## src/rtl/lru_set_tracker_pkg.sv

```systemverilog
// lru_pkg: shared types and helpers for the LRU set tracker.
//   state_t         - flush sequencer states
//   is_onehot()     - exactly one bit set
//   oh2idx()        - one-hot to binary index
//   identity_ranks()- packed reset/flush rank vector (way w holds rank w)
// The helpers take vectors sized for the largest supported associativity.
// Callers zero-extend their operands and truncate the results with casts.
package lru_pkg;

   localparam int LRU_MAX_WAYS  = 64;
   localparam int LRU_MAX_WAY_W = 6;

   typedef enum logic [0:0] {
      ST_RUN  = 1'b0,
      ST_INIT = 1'b1
   } state_t;

   function automatic logic is_onehot(input logic [LRU_MAX_WAYS-1:0] vec);
      return (vec != '0) && ((vec & (vec - LRU_MAX_WAYS'(1))) == '0);
   endfunction

   function automatic logic [LRU_MAX_WAY_W-1:0] oh2idx(input logic [LRU_MAX_WAYS-1:0] vec);
      logic [LRU_MAX_WAY_W-1:0] idx;
      idx = '0;
      for (int i = 0; i < LRU_MAX_WAYS; i++) begin
         if (vec[i]) idx = idx | LRU_MAX_WAY_W'(i);
      end
      return idx;
   endfunction

   function automatic logic [LRU_MAX_WAYS*LRU_MAX_WAY_W-1:0] identity_ranks(input int ways,
                                                                             input int way_w);
      logic [LRU_MAX_WAYS*LRU_MAX_WAY_W-1:0] r;
      r = '0;
      for (int w = 0; w < ways; w++) begin
         for (int b = 0; b < way_w; b++) begin
            r[w*way_w + b] = w[b];
         end
      end
      return r;
   endfunction

endpackage

```

## src/rtl/lru_set_tracker_rank_update.sv

```systemverilog
// lru_rank_update: combinational true-LRU rank update for one set.
//   ranks      in  current ranks, way w at [w*WAY_W +: WAY_W]
//   hit        in  1 = promote hit way, 0 = select and rotate victim
//   way_oh     in  one-hot hit way (ignored on a miss)
//   next_ranks out ranks to write back
//   rsp_way    out hit way or victim way
//   err        out hit vector was zero or multi-hot (ranks left unchanged)
module lru_rank_update
   import lru_pkg::*;
#(
   parameter int WAYS  = 8,
   parameter int WAY_W = $clog2(WAYS)
) (
   input  logic [WAYS*WAY_W-1:0] ranks,
   input  logic                  hit,
   input  logic [WAYS-1:0]       way_oh,
   output logic [WAYS*WAY_W-1:0] next_ranks,
   output logic [WAY_W-1:0]      rsp_way,
   output logic                  err
);

   logic             oh_ok;
   logic [WAY_W-1:0] hit_rank;
   logic [WAY_W-1:0] victim;

   always_comb begin
      oh_ok      = is_onehot(LRU_MAX_WAYS'(way_oh));
      hit_rank   = '0;
      victim     = '0;
      next_ranks = ranks;
      rsp_way    = '0;
      err        = 1'b0;

      for (int w = 0; w < WAYS; w++) begin
         if (way_oh[w]) hit_rank = hit_rank | ranks[w*WAY_W +: WAY_W];
         if (ranks[w*WAY_W +: WAY_W] == '0) victim = victim | WAY_W'(w);
      end

      if (hit) begin
         if (oh_ok) begin
            rsp_way = WAY_W'(oh2idx(LRU_MAX_WAYS'(way_oh)));
            // Only ways more recent than the hit way shift down one place.
            for (int w = 0; w < WAYS; w++) begin
               if (way_oh[w])
                  next_ranks[w*WAY_W +: WAY_W] = WAY_W'(WAYS-1);
               else if (ranks[w*WAY_W +: WAY_W] > hit_rank)
                  next_ranks[w*WAY_W +: WAY_W] = ranks[w*WAY_W +: WAY_W] - WAY_W'(1);
            end
         end else begin
            err = 1'b1;
         end
      end else begin
         rsp_way = victim;
         // WAYS is a power of two, so the WAY_W-bit wrap takes rank 0 to WAYS-1.
         for (int w = 0; w < WAYS; w++) begin
            next_ranks[w*WAY_W +: WAY_W] = ranks[w*WAY_W +: WAY_W] - WAY_W'(1);
         end
      end
   end

endmodule

```

## src/rtl/lru_set_tracker.sv

```systemverilog
// lru_set_tracker: multi-set true-LRU rank tracker with flush sweep.
//   clk, rst (async, active low)
//   i_flush / o_busy           re-initialise all sets; busy while sweeping
//   i_req_* / o_req_ready      one hit or miss request per cycle
//   o_rsp_valid/way/err        registered response, one cycle after accept
//   i_dbg_set / o_dbg_ranks    combinational view of one set's ranks
//
// state   | meaning
// ST_RUN  | accepting requests
// ST_INIT | writing identity ranks to set sweep_idx, one set per cycle
module lru_set_tracker
   import lru_pkg::*;
#(
   parameter int WAYS  = 8,
   parameter int SETS  = 16,
   parameter int WAY_W = $clog2(WAYS),
   parameter int IDX_W = $clog2(SETS)
) (
   input  logic                  clk,
   input  logic                  rst,
   input  logic                  i_flush,
   output logic                  o_busy,
   input  logic                  i_req_valid,
   output logic                  o_req_ready,
   input  logic [IDX_W-1:0]      i_req_set,
   input  logic                  i_req_hit,
   input  logic [WAYS-1:0]       i_req_way_oh,
   output logic                  o_rsp_valid,
   output logic [WAY_W-1:0]      o_rsp_way,
   output logic                  o_rsp_err,
   input  logic [IDX_W-1:0]      i_dbg_set,
   output logic [WAYS*WAY_W-1:0] o_dbg_ranks
);

   localparam logic [WAYS*WAY_W-1:0] ID_RANKS = (WAYS*WAY_W)'(identity_ranks(WAYS, WAY_W));

   state_t                state, state_nxt;
   logic [IDX_W-1:0]      sweep_idx, sweep_nxt;
   logic [WAYS*WAY_W-1:0] rank_q [SETS];
   logic [WAYS*WAY_W-1:0] upd_ranks;
   logic [WAY_W-1:0]      upd_way;
   logic                  upd_err;
   logic                  accept;

   assign o_req_ready = (state == ST_RUN) && !i_flush;
   assign accept      = i_req_valid && o_req_ready;
   assign o_busy      = (state == ST_INIT);
   assign o_dbg_ranks = rank_q[i_dbg_set];

   lru_rank_update #(
      .WAYS  (WAYS),
      .WAY_W (WAY_W)
   ) u_rank_update (
      .ranks      (rank_q[i_req_set]),
      .hit        (i_req_hit),
      .way_oh     (i_req_way_oh),
      .next_ranks (upd_ranks),
      .rsp_way    (upd_way),
      .err        (upd_err)
   );

   always_comb begin
      state_nxt = state;
      sweep_nxt = sweep_idx;
      case (state)
         ST_RUN: begin
            if (i_flush) begin
               state_nxt = ST_INIT;
               sweep_nxt = '0;
            end
         end
         ST_INIT: begin
            if (i_flush) begin
               sweep_nxt = '0;
            end else if (sweep_idx == IDX_W'(SETS-1)) begin
               state_nxt = ST_RUN;
               sweep_nxt = '0;
            end else begin
               sweep_nxt = sweep_idx + IDX_W'(1);
            end
         end
         default: begin
            state_nxt = ST_RUN;
            sweep_nxt = '0;
         end
      endcase
   end

   always_ff @(posedge clk or negedge rst) begin
      if (!rst) begin
         state     <= ST_RUN;
         sweep_idx <= '0;
      end else begin
         state     <= state_nxt;
         sweep_idx <= sweep_nxt;
      end
   end

   // Sweep and request writes are exclusive: ready is low outside ST_RUN.
   always_ff @(posedge clk or negedge rst) begin
      if (!rst) begin
         for (int s = 0; s < SETS; s++) rank_q[s] <= ID_RANKS;
      end else if (state == ST_INIT) begin
         rank_q[sweep_idx] <= ID_RANKS;
      end else if (accept) begin
         rank_q[i_req_set] <= upd_ranks;
      end
   end

   always_ff @(posedge clk or negedge rst) begin
      if (!rst) begin
         o_rsp_valid <= 1'b0;
         o_rsp_way   <= '0;
         o_rsp_err   <= 1'b0;
      end else begin
         o_rsp_valid <= accept;
         if (accept) begin
            o_rsp_way <= upd_way;
            o_rsp_err <= upd_err;
         end
      end
   end

endmodule
```

## config.mk

```make
export PLATFORM = sky130hd
export DESIGN_NAME = lru_set_tracker
export DESIGN_NICKNAME = d
export VERILOG_FILES = /design/src/rtl/lru_set_tracker_pkg.sv /design/src/rtl/lru_set_tracker_rank_update.sv /design/src/rtl/lru_set_tracker.sv
export SDC_FILE = /design/constraint.sdc
export NUM_CORES = 1
export LEC_CHECK = 0
export BUFFER_PORTS_ARGS = -buffer_cell sky130_fd_sc_hd__buf_2
export CAP_MARGIN = 20
export CORE_MARGIN = 2
export CORE_UTILIZATION = 48
export DETAILED_ROUTE_END_ITERATION = 8
export PLACE_DENSITY = 0.65
export SYNTH_ARGS = -nofsm -noshare
export SYNTH_HDL_FRONTEND = slang
export SYNTH_SLANG_ARGS = --single-unit
```

## constraint.sdc

```tcl
create_clock -name clk -period 5.46 [get_ports clk]
set_input_delay 0.819 -clock clk [delete_from_list [all_inputs] [get_ports clk]]
set_output_delay 0.819 -clock clk [all_outputs]
set_load 0.01 [all_outputs]
```

Word-level counts from Yosys, hierarchy flattened
Index checks and enable logic that the tools add are counted.
{"block": "word_totals", "ff_bits": 394, "latchBits": 0, "mem_bits_rw": 0, "romBits": 0, "inputBits": 21, "output_inout_bits": 31, "wordCells": 142, "n_memories": 0}
{"block": "op_classes", "addsub": 10, "mul": 0, "div_mod_pow": 0, "n_lt_le_gt_ge": 13, "n_eq_ne": 2, "shifts": 0, "muxes": 65, "bitwise_logic": 15, "n_reduce_logical": 16}
{"operator": "$mux 384", "n": 2}
{"operator": "$bwmux 384", "n": 1}
{"operator": "$and 192x192->192", "n": 1}
{"operator": "$bmux 24 s4", "n": 2}
{"operator": "$demux 24 s4", "n": 2}
{"operator": "$mux 24", "n": 8}
{"operator": "$not 192->192", "n": 1}
{"operator": "$or 192x192->192", "n": 1}
{"operator": "$mux 3", "n": 34}
{"operator": "$and 8x64->64", "n": 1}
{"operator": "$logic_not 64->1", "n": 1}
{"operator": "$gt 3x3->1", "n": 8}
{"operator": "$sub 3x1->3 const B", "n": 8}
{"operator": "$logic_not 3->1", "n": 7}
{"operator": "$or 3x3->3", "n": 7}
{"operator": "$ge 5x5->1 const B", "n": 3}
{"operator": "$not 4->5", "n": 3}
{"operator": "$mux 4", "n": 3}
{"operator": "$lt 5x1->1 const B", "n": 2}
{"operator": "$sub 8x1->9 const B", "n": 1}
{"operator": "$mux 2", "n": 4}
{"operator": "$pmux 4 s2", "n": 1}
{"operator": "$reduce_bool 8->1", "n": 1}
{"operator": "$mux 1", "n": 7}
{"operator": "other kinds (8)", "n": 12}

Logic depth before layout (Yosys ltp)
{"block": "depth", "word_depth": 27, "ltp_mapped": 23, "depth_no_buf": 17}

By module
A second synthesis with hierarchy kept.
{"block": "hier_totals", "hier_cells": 2342, "hier_area_um2": 25336.8}
{"mod": "lru_set_tracker", "instances": 1, "cells_per_inst": 2062, "area_per_inst_um2": 23297.3, "seq_area_each_um2": 10099.7}
{"mod": "lru_rank_update", "instances": 1, "cells_per_inst": 280, "area_per_inst_um2": 2039.5, "seq_area_each_um2": 0.0}

Least setup slack after synthesis
OpenSTA, ideal clock, no wires.
{"block": "synth_path", "path_kind": "in2reg", "from": "input i_req_set[1]", "to": "register rank_q[285] (netlist bit)", "setup_time_ps": 88, "t_arrival_ps": 5698, "t_required_ps": 5372, "path_slack_ps": -326, "stages": 22, "n_path_buf": 7, "path_cell_list": "buf_2 -> buf_2 -> buf_1 -> buf_2 -> buf_2 -> clkbuf_1 -> mux4_2 -> nand2_1 -> nand2_1 -> o21ai_1 -> inv_1 -> a22oi_1 -> nand4_1 -> ha_1 -> or3b_2 -> o31a_1 -> nand3_1 -> nand2_1 -> o22a_1 -> o221ai_2 -> buf_2 -> o21ai_0"}
{"block": "synth_between", "elab_chain_cells": 27, "word_cells_on_any_way": 33, "classes_between": "1 x add/sub; 3 x order compare; 20 x mux; 8 x bitwise; 1 x reduce/logical"}
{"item": "start: declaration", "line": "lru_set_tracker.sv:25", "source": "input logic [IDX_W-1:0] i_req_set,"}
{"item": "$not 4->5 (not written as such) (*)", "line": "lru_set_tracker.sv:54, lru_set_tracker.sv:106"}
{"item": "$bmux 24 s4", "line": "lru_set_tracker.sv:54", "source": ".ranks (rank_q[i_req_set]),"}
{"item": "$mux 24 (not written as such) (2 in a row)", "line": "lru_set_tracker.sv:54"}
{"item": "$mux 3", "line": "lru_set_tracker_rank_update.sv:35", "source": "if (way_oh[w]) hit_rank = hit_rank | ranks[w*WAY_W +: WAY_W];"}
{"item": "$or 3x3->3", "line": "lru_set_tracker_rank_update.sv:35"}
{"item": "$mux 3", "line": "lru_set_tracker_rank_update.sv:35"}
{"item": "$or 3x3->3", "line": "lru_set_tracker_rank_update.sv:35"}
{"item": "$mux 3", "line": "lru_set_tracker_rank_update.sv:35"}
{"item": "[... 10 more ...]"}
{"item": "$gt 3x3->1", "line": "lru_set_tracker_rank_update.sv:46", "source": "else if (ranks[w*WAY_W +: WAY_W] > hit_rank)"}
{"item": "$mux 3", "line": "lru_set_tracker_rank_update.sv:46"}
{"item": "$mux 3", "line": "lru_set_tracker_rank_update.sv:44", "source": "if (way_oh[w])"}
{"item": "$mux 24", "line": "lru_set_tracker_rank_update.sv:40", "source": "if (oh_ok) begin"}
{"item": "$mux 24", "line": "lru_set_tracker_rank_update.sv:39", "source": "if (hit) begin"}
{"item": "$bwmux 384 (*)", "line": "lru_set_tracker.sv:106", "source": "rank_q[i_req_set] <= upd_ranks;"}
{"item": "$mux 384 (*)", "line": "lru_set_tracker.sv:105", "source": "end else if (accept) begin"}
{"item": "$mux 384 (*)", "line": "lru_set_tracker.sv:103", "source": "end else if (state == ST_INIT) begin"}
{"item": "end signal: indexed assignment", "line": "lru_set_tracker.sv:106"}
{"item": "end: declaration", "line": "lru_set_tracker.sv:39", "source": "logic [WAYS*WAY_W-1:0] rank_q [SETS];"}
Every way passes the cells marked *; elsewhere a longest branch is shown, timed or not. The select of a mux whose other input is x is not followed.
A chain may end at the register's enable or synchronous reset.

Worst setup path after layout
{"block": "layout_path", "from": "input i_req_set[0]", "to": "register rank_q[108] (netlist bit)"}
Same word-level chain as after synthesis.

==> flow_metrics.py <==
metrics = {
    "status": {
        "status": "finished clean",
    },
    "timing": {
        "slew_violations": 0,
        "worstMarginPinSlew_ns": 1.231,
        "slew-limit-headroom": 0.1770,
        "skew_ns": 0.03609,
        "rsz0062_at_grt": "false",
        "min_period_ns": 5.107,
        "setup_viol": 0,
        "timing.hold.ws_ns": 0.2286,
        "finalHoldViolCount": 0,
        "fin_crit_sh": 0.9354,
        "layout_setup_ws_ns": 0.3526,
        "finalSetupTns_ns": 0,
        "clock.fmax_mhz": 195.8,
    },
    "routing": {
        "routed_wl_um": 83120,
        "viasPerCell": 7.161,
        "detail_route.iter0.violations": 2972,
        "drcViolationCount": 0,
        "dr_total_vias": 19560,
        "first_pass_iters": 6,
        "drtAntennaViolNets": 0,
        "wl_per_cell_um": 30.43,
    },
    "synthesis": {
        "synth_top_cell_by_area": "dfrtp_1",
        "yosysSeqAreaShare": 0.4362,
        "synth.distinct_cells": 85,
        "synth_nets": 2161,
        "synth.avg_cell_area_sq_um": 11.01,
        "synthArstFlopShare": 1.000,
        "synth_cells": 2104,
        "synth_edf_count": 0,
        "synth-seq-cells": 394,
        "synth.area.top_cells": "dfrtp_1, dfstp_2, mux4_2",
        "yosysTopAreaCellShare": 0.2183,
        "netlist_area_sq_um": 23150,
        "synth_flop_cell": "dfrtp_1",
        "yosys_warnings": 0,
    },
    "die": {
        "start_util": 0.4860,
        "num_rows": 80,
        "pin_count": 52,
        "die_height_um": 223.6,
        "dieWidth_um": 223.6,
        "coreArea_sq_um": 47650,
        "die-area_sq_um": 50010,
    },
    "final_layout": {
        "fillers": 3995,
        "final_nets": 2141,
        "layout_common_cells": "o21ai_0, mux4_2, dfrtp_1",
        "n_antenna_cell": 0,
        "final_cell_area_sq_um": 25860,
        "area_growth_pct": 11.70,
        "post-route-util": 0.5429,
        "drive_gt1_frac": 0.3288,
        "final_common_cell": "o21ai_0",
        "instances_no_fill": 2732,
    },
    "power_and_ir_drop": {
        "swShare": 0.2986,
        "powerDensity_nw_per_um2": 317.9,
        "pwr-share-seq": 0.430,
        "power_switching_mw": 2.455,
        "peakVddDrop_v": 0.0001972,
        "p_int_mw": 5.766,
        "power_frac_comb": 0.208,
        "clkPwrFrac": 0.362,
        "leakage_nw": 10.08,
        "finalPower_mw": 8.221,
    },
    "worst_setup_path": {
        "cpPeakStageDelay_ns": 0.62,
        "worstPathMaxFanout": 21,
        "start_kind": "input pin",
        "cp_cell_sequence": "buf_6, buf_4, mux4_1, mux2_2, a21o_1, a2111oi_2, a41o_2, nand2_4, inv_2, ha_1, a21o_1, a21oi_1, a31oi_1, nor2b_1, mux2i_1, o221ai_1, buf_4, o21ai_0, o21a_1",
        "crit_family": "compound AO/OA/AOI/OAI gates",
        "crit_required_ns": 5.94,
        "path_class": "input pin to register",
        "cp.arrival_ns": 5.59,
        "crit_buf_inv": 4,
        "crit_slowest_cell": "mux4_1",
        "cp-end-kind": "register",
    },
    "cts": {
        "cts_setup_buffers": 0,
        "h-tree-depth": 2,
        "postCtsHoldBufs": 0,
        "clkSinkCount": 394,
        "cts_resized": 0,
        "cts_made_buffers": 43,
        "clock_latency_ns": 0.60,
        "cts-root-buf": "clkbuf_16",
        "clkTransAtPathRegs_ns": 0.06,
        "cts_tree": "done",
        "cts_buffer_depth": 3,
    },
    "hold_path": {
        "hp-class": "input pin to async pin",
    },
    "global_route": {
        "grt_pass1_wl_um": 123300,
        "overflow": 0,
        "antenna_found_initial": 1,
        "first_global_vias": 19050,
        "grt_max_degree": 132,
        "grt.total_usage": 0.3344,
    },
    "flow_run": {
        "drv_cap": 0,
    },
    "placement": {
        "placed_cell_area_sq_um": 24310,
        "place_ws_ns": -0.03258,
        "place_hpwl_um": 52190,
        "gp_congestion": 0.9211,
        "portBuffers": 51,
        "numPlacedInstances": 2646,
    },
}
## power groups by stage
stage	combinational [mW]	sequential, mW	clock, mW
floorplan	1.12	3.48	0
global placement	1.62	3.55	0
detailed placement	1.67	3.57	0
CTS	1.67	3.52	2.98
global route	1.84	3.56	3.11
finish	1.71	3.54	2.97
## cell type report
type / instances / area, sq um / share of cell area
Sequential cell: 394 / 10100 / 0.3905
Tap cell: 615 / 769.5 / 0.02975
Clock inverter: 13 / 163.9 / 0.006337
Timing Repair Buffer: 155 / 1359 / 0.05253
Inverter: 32 / 120.1 / 0.004644
Clock buffer: 65 / 1240 / 0.04794
Multi-Input combinational cell: 1458 / 12110 / 0.4683
## worst register-to-register path, cell delays in order (launching register included)
cell,delay [ns]
dfstp_2,0.38
mux4_1,0.55
mux2_2,0.34
a21o_1,0.22
a2111oi_2,0.38
a41o_2,0.39
nand2_4,0.13
inv_2,0.14
ha_1,0.26
a21o_1,0.18
a21oi_1,0.14
a31oi_1,0.07
nor2b_1,0.23
mux2i_1,0.13
o221ai_1,0.28
buf_4,0.30
o21ai_0,0.12
o21a_1,0.17
## registers in the layout, indices dropped and copies added (netlist names)
name	count
o_rsp_valid	1
o_rsp_err	1
o_busy	1
rank_q	384
sweep_idx	4
o_rsp_way	3
## routing by layer
layer	GRT usage	routed length (um)	vias to the layer above
li1	-	-	7953
met1	0.4591	31200	9877
met2	0.5021	37420	1465
met3	0.08696	10520	266
met4	0.1533	3974	2
met5	0	12	-
## path summary, 6_finish.rpt
path / startpoint / endpoint / slack, ns / depth (start not counted)
min: rst / rank_q[252] / 0.23 / 1
max in group asynchronous: rst / o_rsp_way[2] / 4.06 / 2
min in group clk: o_rsp_err / o_rsp_err / 0.49 / 2
min reg2reg: o_rsp_err / o_rsp_err / 0.49 / 2
max reg2reg: rank_q[358] / rank_q[108] / 0.96 / 17
max: i_req_set[0] / rank_q[108] / 0.35 / 19
## cells in the mapped netlist, drive strengths merged, types with 4 or more instances
master and count:
o21ai 544, mux4 220, dfrtp 202, dfstp 192
nand3 183, clkbuf 168, nand2 97, nor2 94
a21oi 52, buf 52, ha 36, inv 31
mux2 20, mux2i 19, a22oi 14, nor2b 13
a31oi 11, o221ai 10, nor3 9, and3 8
nand4 8, nor4 8, nand2b 7, nand3b 7
o21a 7, o2bb2ai 6, a21boi 5, and2 5
nor3b 5, or3 5, a32oi 4, o211ai 4
o22ai 4, or4 4
## cell families (layout without fill, tap and decap cells)
logic type,Yosys count,after routing,share of synthesized area
compound gates,695,695,0.1672
mux,259,259,0.2327
xor+xnor,3,3,0.001135
buf+inv,252,265,0.04507
simple gates,464,464,0.09781
flops,394,394,0.4362
fa+ha+maj,37,37,0.01989
Note: power is estimated with default switching activity, not from simulation.
